--- src/rtl/keypad_pkg.sv ---
// keypad_pkg: frame classification, control states and a constant clog2 helper.
package keypad_pkg;
  typedef enum logic [1:0] {CLS_NONE, CLS_SINGLE, CLS_MULTI} cls_e;
  typedef enum logic [1:0] {ST_SCAN, ST_EVAL, ST_PEND} state_e;
  function automatic int clog2(input int n);
    int r;
    r = 0;
    while ((1 << r) < n) r++;
    return (r < 1) ? 1 : r;
  endfunction
endpackage

--- src/rtl/keypad_sync.sv ---
// keypad_sync: two-flop synchroniser; resets to all ones, the idle level of active-low senses.
module keypad_sync #(
  parameter int W = 1
) (
  input  logic         clk,
  input  logic         rst_n,
  input  logic [W-1:0] d_i,
  output logic [W-1:0] q_o
);
  logic [W-1:0] s1_q, s2_q;
  always_ff @(posedge clk)
    if (!rst_n) begin
      s1_q <= '1;
      s2_q <= '1;
    end else begin
      s1_q <= d_i;
      s2_q <= s1_q;
    end
  assign q_o = s2_q;
endmodule

--- src/rtl/keypad_scanner.sv ---
// keypad_scanner: row-strobed key matrix scanner with frame debounce and press/release events.
module keypad_scanner
  import keypad_pkg::*;
#(
  parameter int ROWS            = 4,
  parameter int COLS            = 4,
  parameter int CLK_HZ          = 50000000,
  parameter int SCAN_HZ         = 1000,
  parameter int DEBOUNCE_FRAMES = 8,
  localparam int CODE_W         = clog2(ROWS * COLS)
) (
  input  logic              clk,
  input  logic              rst_n,
  output logic [ROWS-1:0]   row_n,
  input  logic [COLS-1:0]   col_n,
  output logic [CODE_W-1:0] key_code,
  output logic              key_valid,
  output logic              key_press,
  output logic              key_release,
  output logic              multi_key
);
  localparam int DWELL = CLK_HZ / SCAN_HZ;
  localparam int CNT_W = clog2(DWELL);
  localparam int ROW_W = clog2(ROWS);
  localparam int SW    = clog2(DEBOUNCE_FRAMES + 1);
  localparam logic [SW-1:0]    DEB      = SW'(DEBOUNCE_FRAMES);
  localparam logic [CNT_W-1:0] LAST_CNT = CNT_W'(DWELL - 1);
  localparam logic [ROW_W-1:0] LAST_ROW = ROW_W'(ROWS - 1);

  state_e            state_q, state_d;
  cls_e              pcls_q, pcls_d, acls_q, acls_d, f_cls;
  logic [CNT_W-1:0]  cnt_q, cnt_d;
  logic [ROW_W-1:0]  row_q, row_d;
  logic [1:0]        nk_q, nk_d;
  logic [4:0]        nk_sum;
  logic [3:0]        n_row;
  logic [CODE_W-1:0] fc_q, fc_d, pcode_q, pcode_d, acode_q, acode_d, code_q, code_d;
  logic [CODE_W-1:0] f_code, row_code;
  logic [SW-1:0]     stab_q, stab_d, stab_n;
  logic [COLS-1:0]   col_s;
  logic              run_q, press_q, press_d, rel_q, rel_d;
  logic              sample, eval, match, upd, new_press, roll;

  keypad_sync #(.W(COLS)) u_sync (.clk(clk), .rst_n(rst_n), .d_i(col_n), .q_o(col_s));

  // Scanning the row from the top column down leaves the lowest low column as the row's code.
  always_comb begin
    n_row    = '0;
    row_code = '0;
    for (int c = COLS - 1; c >= 0; c--)
      if (!col_s[c]) begin
        n_row    = n_row + 4'd1;
        row_code = CODE_W'(int'(row_q) * COLS + c);
      end
  end

  assign sample    = state_q == ST_SCAN && cnt_q == LAST_CNT;
  assign eval      = state_q == ST_EVAL;
  assign nk_sum    = {3'b0, nk_q} + {1'b0, n_row};
  assign nk_d      = sample ? (nk_sum >= 5'd2 ? 2'd2 : nk_sum[1:0]) : eval ? 2'd0 : nk_q;
  assign fc_d      = (sample && nk_q == 2'd0 && n_row != 4'd0) ? row_code : eval ? '0 : fc_q;
  assign f_cls     = nk_q == 2'd0 ? CLS_NONE : nk_q == 2'd1 ? CLS_SINGLE : CLS_MULTI;
  assign f_code    = nk_q == 2'd1 ? fc_q : '0;
  assign match     = f_cls == pcls_q && f_code == pcode_q;
  assign stab_n    = !match ? SW'(1) : stab_q == DEB ? DEB : stab_q + SW'(1);
  assign upd       = eval && stab_n == DEB && (f_cls != acls_q || f_code != acode_q);
  assign new_press = upd && f_cls == CLS_SINGLE && acls_q != CLS_SINGLE;
  assign roll      = upd && f_cls == CLS_SINGLE && acls_q == CLS_SINGLE;
  assign press_d   = new_press || state_q == ST_PEND;
  assign rel_d     = upd && acls_q == CLS_SINGLE;
  // On a roll the accepted code already holds the new key when the deferred press fires.
  assign code_d    = state_q == ST_PEND ? acode_q : new_press ? f_code : code_q;
  assign acls_d    = upd ? f_cls : acls_q;
  assign acode_d   = upd ? f_code : acode_q;
  assign pcls_d    = eval ? f_cls : pcls_q;
  assign pcode_d   = eval ? f_code : pcode_q;
  assign stab_d    = eval ? stab_n : stab_q;
  assign cnt_d     = state_q != ST_SCAN ? cnt_q : cnt_q == LAST_CNT ? '0 : cnt_q + CNT_W'(1);
  assign row_d     = sample ? (row_q == LAST_ROW ? '0 : row_q + ROW_W'(1)) : row_q;
  assign state_d   = state_q == ST_SCAN ? (sample && row_q == LAST_ROW ? ST_EVAL : ST_SCAN)
                   : roll ? ST_PEND : ST_SCAN;

  always_ff @(posedge clk)
    if (!rst_n) begin
      state_q <= ST_SCAN;
      cnt_q   <= '0;
      row_q   <= '0;
      run_q   <= 1'b0;
      nk_q    <= '0;
      fc_q    <= '0;
      pcls_q  <= CLS_NONE;
      pcode_q <= '0;
      acls_q  <= CLS_NONE;
      acode_q <= '0;
      stab_q  <= '0;
      code_q  <= '0;
      press_q <= 1'b0;
      rel_q   <= 1'b0;
    end else begin
      state_q <= state_d;
      cnt_q   <= cnt_d;
      row_q   <= row_d;
      run_q   <= 1'b1;
      nk_q    <= nk_d;
      fc_q    <= fc_d;
      pcls_q  <= pcls_d;
      pcode_q <= pcode_d;
      acls_q  <= acls_d;
      acode_q <= acode_d;
      stab_q  <= stab_d;
      code_q  <= code_d;
      press_q <= press_d;
      rel_q   <= rel_d;
    end

  assign row_n       = run_q ? ~(ROWS'(1) << row_q) : '1;
  assign key_code    = code_q;
  assign key_valid   = acls_q == CLS_SINGLE;
  assign multi_key   = acls_q == CLS_MULTI;
  assign key_press   = press_q;
  assign key_release = rel_q;
endmodule

--- config.mk ---
export PLATFORM = sky130hd
export DESIGN_NAME = keypad_scanner
export DESIGN_NICKNAME = d
export VERILOG_FILES = /design/src/rtl/keypad_pkg.sv /design/src/rtl/keypad_sync.sv /design/src/rtl/keypad_scanner.sv
export SDC_FILE = /design/constraint.sdc
export NUM_CORES = 1
export LEC_CHECK = 0
export ABC_AREA = 1
export BUFFER_PORTS_ARGS = -buffer_cell sky130_fd_sc_hd__buf_2
export CELL_PAD_IN_SITES_DETAIL_PLACEMENT = 0
export CELL_PAD_IN_SITES_GLOBAL_PLACEMENT = 1
export CORE_MARGIN = 3
export CORE_UTILIZATION = 35
export DETAILED_ROUTE_END_ITERATION = 7
export GPL_ROUTABILITY_DRIVEN = 0
export PLACE_DENSITY = 0.75
export SLEW_MARGIN = 40
export SYNTH_ARGS = -nofsm -noshare
export SYNTH_HDL_FRONTEND = slang
export SYNTH_SLANG_ARGS = --single-unit
--- constraint.sdc ---
create_clock -name clk -period 5.6 [get_ports clk]
set_clock_uncertainty 0.2 [all_clocks]
set_input_delay 0.56 -clock clk [delete_from_list [all_inputs] [get_ports clk]]
set_output_delay 0.56 -clock clk [all_outputs]
set_load 0.01 [all_outputs]
# After elaboration in Yosys (flattened, before gate mapping)

Cells that the tools add are included.

Add/sub/neg operators: 10
Order comparisons: 1
Reduce and logical (&&, ||, !) cells: 20
Shift operators: 1
Eq/ne operators: 15
Bitwise operators: 1
Muxes and demuxes: 27

Operators with widths:

| operator                | number |
|---|---|
| $mux W4                 | 15 |
| $add A4 B1 Y4 const B   | 5 |
| $add A16 B1 Y16 const B | 1 |
| $eq A16 B16 Y1 const B  | 1 |
| $mux W16                | 1 |
| $mux W2                 | 8 |
| $logic_and A1 B1 Y1     | 11 |
| $add A4 B2 Y4 const B   | 2 |
| $eq A2 B1 Y1 const B    | 4 |
| $eq A4 B4 Y1 const B    | 2 |
| $reduce_bool A2 Y1      | 4 |
| $eq A2 B2 Y1 const B    | 3 |
| $add A2 B4 Y5           | 1 |
| $ge A5 B2 Y1 const B    | 1 |
| $eq A4 B4 Y1            | 1 |
| $logic_not A2 Y1        | 2 |
| $ne A4 B4 Y1            | 1 |
| $not A4 Y4              | 1 |
| $reduce_bool A4 Y1      | 1 |
| $shl A1 B2 Y4 const A   | 1 |
| $mux W1                 | 3 |
| $add A2 B1 Y2 const B   | 1 |
| $eq A2 B2 Y1            | 1 |
| $logic_or A1 B1 Y1      | 2 |
| 2 further kinds         | 2 |

Input port bits: 6
Logic and storage cells: 91
Flip-flop bits (word level): 57
Output and inout bits: 12

# Longest topological paths before layout

Depth in word-level cells: 13
Gate-level depth with buffers: 14
Mapped depth without buffers: 14

# Cells and area by module

A second synthesis with hierarchy kept.

Cell total of the unflattened synthesis: 415
Area, all modules: 3065.4 um2

By module, submodules not included:

| module         | cells each | sequential area each (um2) | times used | area an instance (um2) |
|---|---|---|---|---|
| keypad_scanner | 390        | 980.9                      | 1          | 2840.2 |
| keypad_sync    | 25         | 160.2                      | 1          | 225.2 |

# Least setup slack after synthesis

OpenSTA, ideal clock, no wires.

Kind: flip-flop to flip-flop
Start point: register u_sync.s2_q[2] (netlist: u_sync.q_o[2])
End point: register nk_q[0]
Setup slack: 2.858 ns
Arrival time: 2.472 ns
Period minus slack after synthesis: 2.742 ns
Path buffers: 0
Library setup time: 0.070 ns
Stages on the path, launching flop included: 14
Required time: 5.330 ns
Cell sequence: dfxtp_1 -> inv_1 -> ha_1 -> xor2_1 -> inv_1 -> ha_1 -> inv_1 -> o21a_1 -> fa_1 -> a211o_1 -> nand2_1 -> o211ai_1 -> nand3b_1 -> a21oi_1

Longest elaborated chain between the ends: 9

RTL lines:

| item                      | line                  | RTL |
|---|---|---|
| start: declaration        | keypad_sync.sv:10     | `logic [W-1:0] s1_q, s2_q;` |
| start signal: assignment  | keypad_sync.sv:17     | `s2_q <= s1_q;` |
| $mux W4 (*)               | keypad_scanner.sv:51  | `if (!col_s[c]) begin` |
| $add A4 B1 Y4             | keypad_scanner.sv:52  | `n_row = n_row + 4'd1;` |
| $mux W4 (*)               | keypad_scanner.sv:51  |  |
| $add A4 B1 Y4             | keypad_scanner.sv:52  |  |
| $mux W4 (*)               | keypad_scanner.sv:51  |  |
| $add A2 B4 Y5 (*)         | keypad_scanner.sv:59  | `assign nk_sum = {3'b0, nk_q} + {1'b0, n_row};` |
| $ge A5 B2 Y1              | keypad_scanner.sv:60  | `assign nk_d = sample ? (nk_sum >= 5'd2 ? 2'd2 : nk_sum[1:0]) : eval ? 2'd0 : nk_q;` |
| $mux W2 (*) (2 in series) | keypad_scanner.sv:60  |  |
| end signal: assignment    | keypad_scanner.sv:104 | `nk_q <= nk_d;` |
| end: declaration          | keypad_scanner.sv:34  | `logic [1:0] nk_q, nk_d;` |

Mark *: on every way between the ends. The rest lies on a longest branch, timed or not.
A chain may end at the register's enable or synchronous reset.

# Final worst setup path

Ends and elaborated chain as after synthesis.

==> results.md <==
- For the worst setup path, the data required time is 5.65 ns.
- After routing, the total negative slack on setup checks comes to 0 ns.
- The first routing iteration left 101 violations.
- The routed layout has 2549 vias.
- The final-report setup violation count is 0.
- The net switching power figure is 181 uW.
- The area after detailed placement is 3080 sq um.
- The type of origin of the critical path is a register.
- The worst-case IR drop observed on VDD is 0.100 mV.
- The post-layout net count is 439.
- The number of buffers between clock root and the deepest sink is 2.
- The average instance area after synthesis is 7.27 sq um.
- Clock tree synthesis inserted a total of 9 buffers.
- The number of buffers inserted by hold repair at cts is 0.
- The remaining design rule violation count is 0.
- During synthesis, Yosys emitted a total of 0 warnings.
- Counting instances, the worst hold path has a depth of 2.
- The TritonCTS clock tree is done.
- The first global-routing pass estimated 11.1 mm of wire.
- The level count of the clock H-tree is 3.
- The flow ran to the end, and the final reports show no timing, DRC or antenna violations.
- The finished cells cover 3240 sq um.
- In this run the count of I/O pins placed on the die edge is 18.
- The standard cell with the maximum stage delay on the critical path is sky130_fd_sc_hd__fa_1.
- The portion of the clock cycle consumed by the worst path in the final layout is 0.524.
- The CTS clock-pin slew for the worst setup and hold paths is 0.06 ns.
- The routed wire length per instance is 12.1 microns.
- Headroom to the max-slew limit came out at 0.497.
- The count of nets left with antenna violations once routing finished came out at 0.
- In the global route stage, overall resource usage came out at 0.143.
- Of all nets on the critical path, the largest fanout is 5.
- In the synthesized netlist the dominant register cell turns out to be sky130_fd_sc_hd__dfxtp_1.
- Summed over all nets, the half-perimeter wirelength after detailed placement is 4.58 mm.
- The flop and latch count out of synthesis is 57.
- The number of distinct library cells after synthesis is 38.
- Internal power comes to 587 uW.
- The cell count after synthesis is 401.
- The actual slew at the worst max-slew pin is 0.750 ns.
- The cell at the root of the clock tree is sky130_fd_sc_hd__clkbuf_8.
- The final wirelength is 6.34 mm.
- The number of buffer cells added on primary ports is 17.
- Relative to the synthesized area, the layout overhead comes to 11.2%.
- The achievable frequency is 0.340 GHz.
- The element type at the critical path end is a register.
- The final number of hold-violating endpoints is 0.
- The net count of the mapped netlist is 421.
- The x dimension of the die is 97.2 microns.
- The number of synthesized flops with an enable pin is 0.
- The share of the Yosys chip area taken by registers is 0.392.
- Summed over all cells, the static leakage comes to 1.33 nW.
- The initial antenna violation count is 0.
- The data arrival time of the critical path is 2.99 ns.
- Broken down by cell family, the worst path's largest delay share belongs to adder cells.
- The final critical-path required period is 2.94 ns.
- The core outline area is 7890 sq um.
- Of the cells placed in the final design, the portion with a size suffix greater than 1 is 0.135.
- The final count of pins violating max slew is 0.
- The via count of the first global-routing pass is 2360.
- The cell that appears most often on the critical path is sky130_fd_sc_hd__inv_1.
- The pin count of the biggest net entering global routing is 28.
- After floorplanning, the core was divided into 32 placement rows.
- The die area is 9460 sq um.
- The count of max-cap constraint violations is 0.
- Buffers added to address setup during post-CTS repair amount to 0.
- The setup check on the worst reg-to-reg path leaves a slack of 2.66 ns.
- The worst hold path belongs to the class input port to register.
- The residual overflow from global routing is 0.
- The endpoint of the most critical register-to-register path is nk_q[0].
- The share of total power dissipated in sequential elements is 0.539.
- The proportion of power drawn by the clock network is 0.427.
- In the routed layout, each cell is associated on average with a via count of 4.86.
- For the worst-skew pair, the clock arrives at the later sink with an insertion delay of 0.34 ns.
- Counting both buffers and inverters, the worst setup path holds a total of 3.
- The worst flop-to-flop path startpoint is u_sync.q_o[2].
- The switching power share of the total is 0.236.
- For this configuration, the core starts out at a cell density of 0.369.
- The number of diodes is 0.
- In this run the vertical extent of the chip is 97.2 microns.
- Once the clock tree was built, the resizer swapped 0 gates to a different size.
- In the synthesized netlist the async set-or-reset flop fraction comes to 0.
- Dividing total power by cell area gives a power density of 237 nW/um^2.
- The clock net in this run drives a total of 57 sinks.
- The critical hold path startpoint is col_n[3].
- The length of the first detailed-routing pass in iterations is 6.
- The signal on the critical path passes through inv_1, ha_1, xor2_1, inv_1, ha_1, inv_1, o21a_1, fa_1, a211o_1, nand2_1, o211ai_1, nand3b_1, a21oi_1.
- Setup repair after global routing left no endpoint under its margin.
- The number of cells traversed by the worst register-to-register path is 13.
- The critical path class is register to register.
- The endpoint with the worst hold slack is u_sync.s1_q[3].
- The worst stage delay on the critical path is 0.42 ns.
- Of the total power, combinational logic draws 0.035.
- The cell area that synthesis handed to floorplanning was 2910 sq um.
flip-flops by register name, summed over array words and instances, names as in the netlist:
register,flops
state_q,2
fc_q,4
acode_q,4
nk_q,2
acls_q,2
row_q,2
key_code,4
run_q,1
cnt_q,16
key_release,1
stab_q,4
pcls_q,2
key_press,1
u_sync.s1_q,4
pcode_q,4
u_sync.q_o,4
layer usage:
layer | vias to the layer above | routed length [microns] | GRT usage | part of all wire
met1 | 1135 | 3080 | 0.188 | 0.48
met3 | 4 | 290 | 0.0510 | 0.046
met4 | 0 | 36 | 0.0319 | 0.0057
li1 | 1368 | - | - | -
met2 | 42 | 2940 | 0.225 | 0.46
met5 | - | 0 | 0 | 0
worst max-delay path by stage:
stage | start | end | slack, ns | cells after the start
after global placement | u_sync.q_o[2] | nk_q[0] | 2.74 | 13
after floorplan | u_sync.q_o[2] | nk_q[0] | 2.86 | 13
after detailed placement | u_sync.q_o[2] | nk_q[0] | 2.66 | 13
final | u_sync.q_o[2] | nk_q[0] | 2.66 | 13
after CTS | u_sync.q_o[2] | nk_q[0] | 2.62 | 13
after global routing | u_sync.q_o[2] | nk_q[0] | 2.43 | 13
final cells by class:
type                    instances  area [sq um]
clock buffers                  11           141
clock inverters                 4          20.0
fillers                       811          4650
inverters                      51           191
multi-input cells             283          1530
flip-flops and latches         57          1140
well taps                     102           128
repair buffers                 17          85.1
synth_stat cells, types with 2 or more instances:
library cell	n	area [sq um]
sky130_fd_sc_hd__nor2_1	37	139
sky130_fd_sc_hd__o21ai_1	6	30.0
sky130_fd_sc_hd__a211oi_1	3	22.5
sky130_fd_sc_hd__nor4_1	6	37.5
sky130_fd_sc_hd__nand2_1	78	293
sky130_fd_sc_hd__nand3_1	29	145
sky130_fd_sc_hd__nor3_1	11	55.1
sky130_fd_sc_hd__nand4_1	10	62.6
sky130_fd_sc_hd__nand2_2	5	31.3
sky130_fd_sc_hd__xor2_1	5	43.8
sky130_fd_sc_hd__a21oi_2	2	17.5
sky130_fd_sc_hd__a21oi_1	30	150
sky130_fd_sc_hd__clkinv_1	2	7.51
sky130_fd_sc_hd__ha_1	13	163
sky130_fd_sc_hd__dfxtp_1	57	1140
sky130_fd_sc_hd__o21a_1	2	15.0
sky130_fd_sc_hd__or2_2	9	56.3
sky130_fd_sc_hd__o211ai_1	3	22.5
sky130_fd_sc_hd__inv_1	46	173
sky130_fd_sc_hd__nand3b_1	6	45.0
sky130_fd_sc_hd__a41oi_1	2	17.5
sky130_fd_sc_hd__clkbuf_1	6	22.5
sky130_fd_sc_hd__o21ai_0	16	80.1
sky130_fd_sc_hd__inv_2	3	11.3
power by group through the flow:
| stage | registers, mW | clock network [mW] | logic (mW) |
|---|---|---|---|
| floorplan | 0.422 | 0 | 0.0203 |
| global placement | 0.423 | 0 | 0.0264 |
| detailed placement | 0.423 | 0 | 0.0270 |
| CTS | 0.414 | 0.342 | 0.0272 |
| global route | 0.415 | 0.357 | 0.0308 |
| finish | 0.414 | 0.328 | 0.0266 |
cells in the final DEF, fill, tap and decap left out, types with 3 or more instances in the layout:
cell type                  synthesis  routed
sky130_fd_sc_hd__or2_2             9       9
sky130_fd_sc_hd__ha_1             13      13
sky130_fd_sc_hd__a211oi_1          3       3
sky130_fd_sc_hd__buf_2             1      17
sky130_fd_sc_hd__a21oi_1          30      30
sky130_fd_sc_hd__nor3_1           11      11
sky130_fd_sc_hd__inv_2             3       3
sky130_fd_sc_hd__o21ai_0          16      16
sky130_fd_sc_hd__nand2_2           5       5
sky130_fd_sc_hd__nand4_1          10      10
sky130_fd_sc_hd__inv_1            46      46
sky130_fd_sc_hd__nand3_1          29      29
sky130_fd_sc_hd__xor2_1            5       5
sky130_fd_sc_hd__clkbuf_8          0      10
sky130_fd_sc_hd__dfxtp_1          57      57
sky130_fd_sc_hd__clkinv_2          0       4
sky130_fd_sc_hd__nor2_1           37      36
sky130_fd_sc_hd__o211ai_1          3       3
sky130_fd_sc_hd__o21ai_1           6       6
sky130_fd_sc_hd__nand3b_1          6       6
sky130_fd_sc_hd__nand2_1          78      78
sky130_fd_sc_hd__nor4_1            6       6
logic make-up (layout without fill, tap and decap cells):
kind of cell               Yosys count  count (layout)  synth area share
AOI/OAI and AO/OA                   66              66             0.128
xor gates and xnor gates             5               5            0.0150
adders and majority gates           14              14            0.0627
buffers and inverters               61              83            0.0829
DFF                                 57              57             0.392
and+or+nand+nor                    198             198             0.320
stage by stage:
stage	std cells	utilization	hold slack (ns)	setup WS [ns]	power [mW]
after floorplan	401	-	0.193	2.86	0.442
after global placement	510	0.390	0.196	2.74	0.449
after detailed placement	510	0.390	0.201	2.66	0.450
after CTS	525	0.411	0.186	2.62	0.783
after global routing	525	0.411	0.186	2.43	0.803
final	525	0.411	0.204	2.66	0.769
Note: power is estimated with default switching activity, not from simulation.
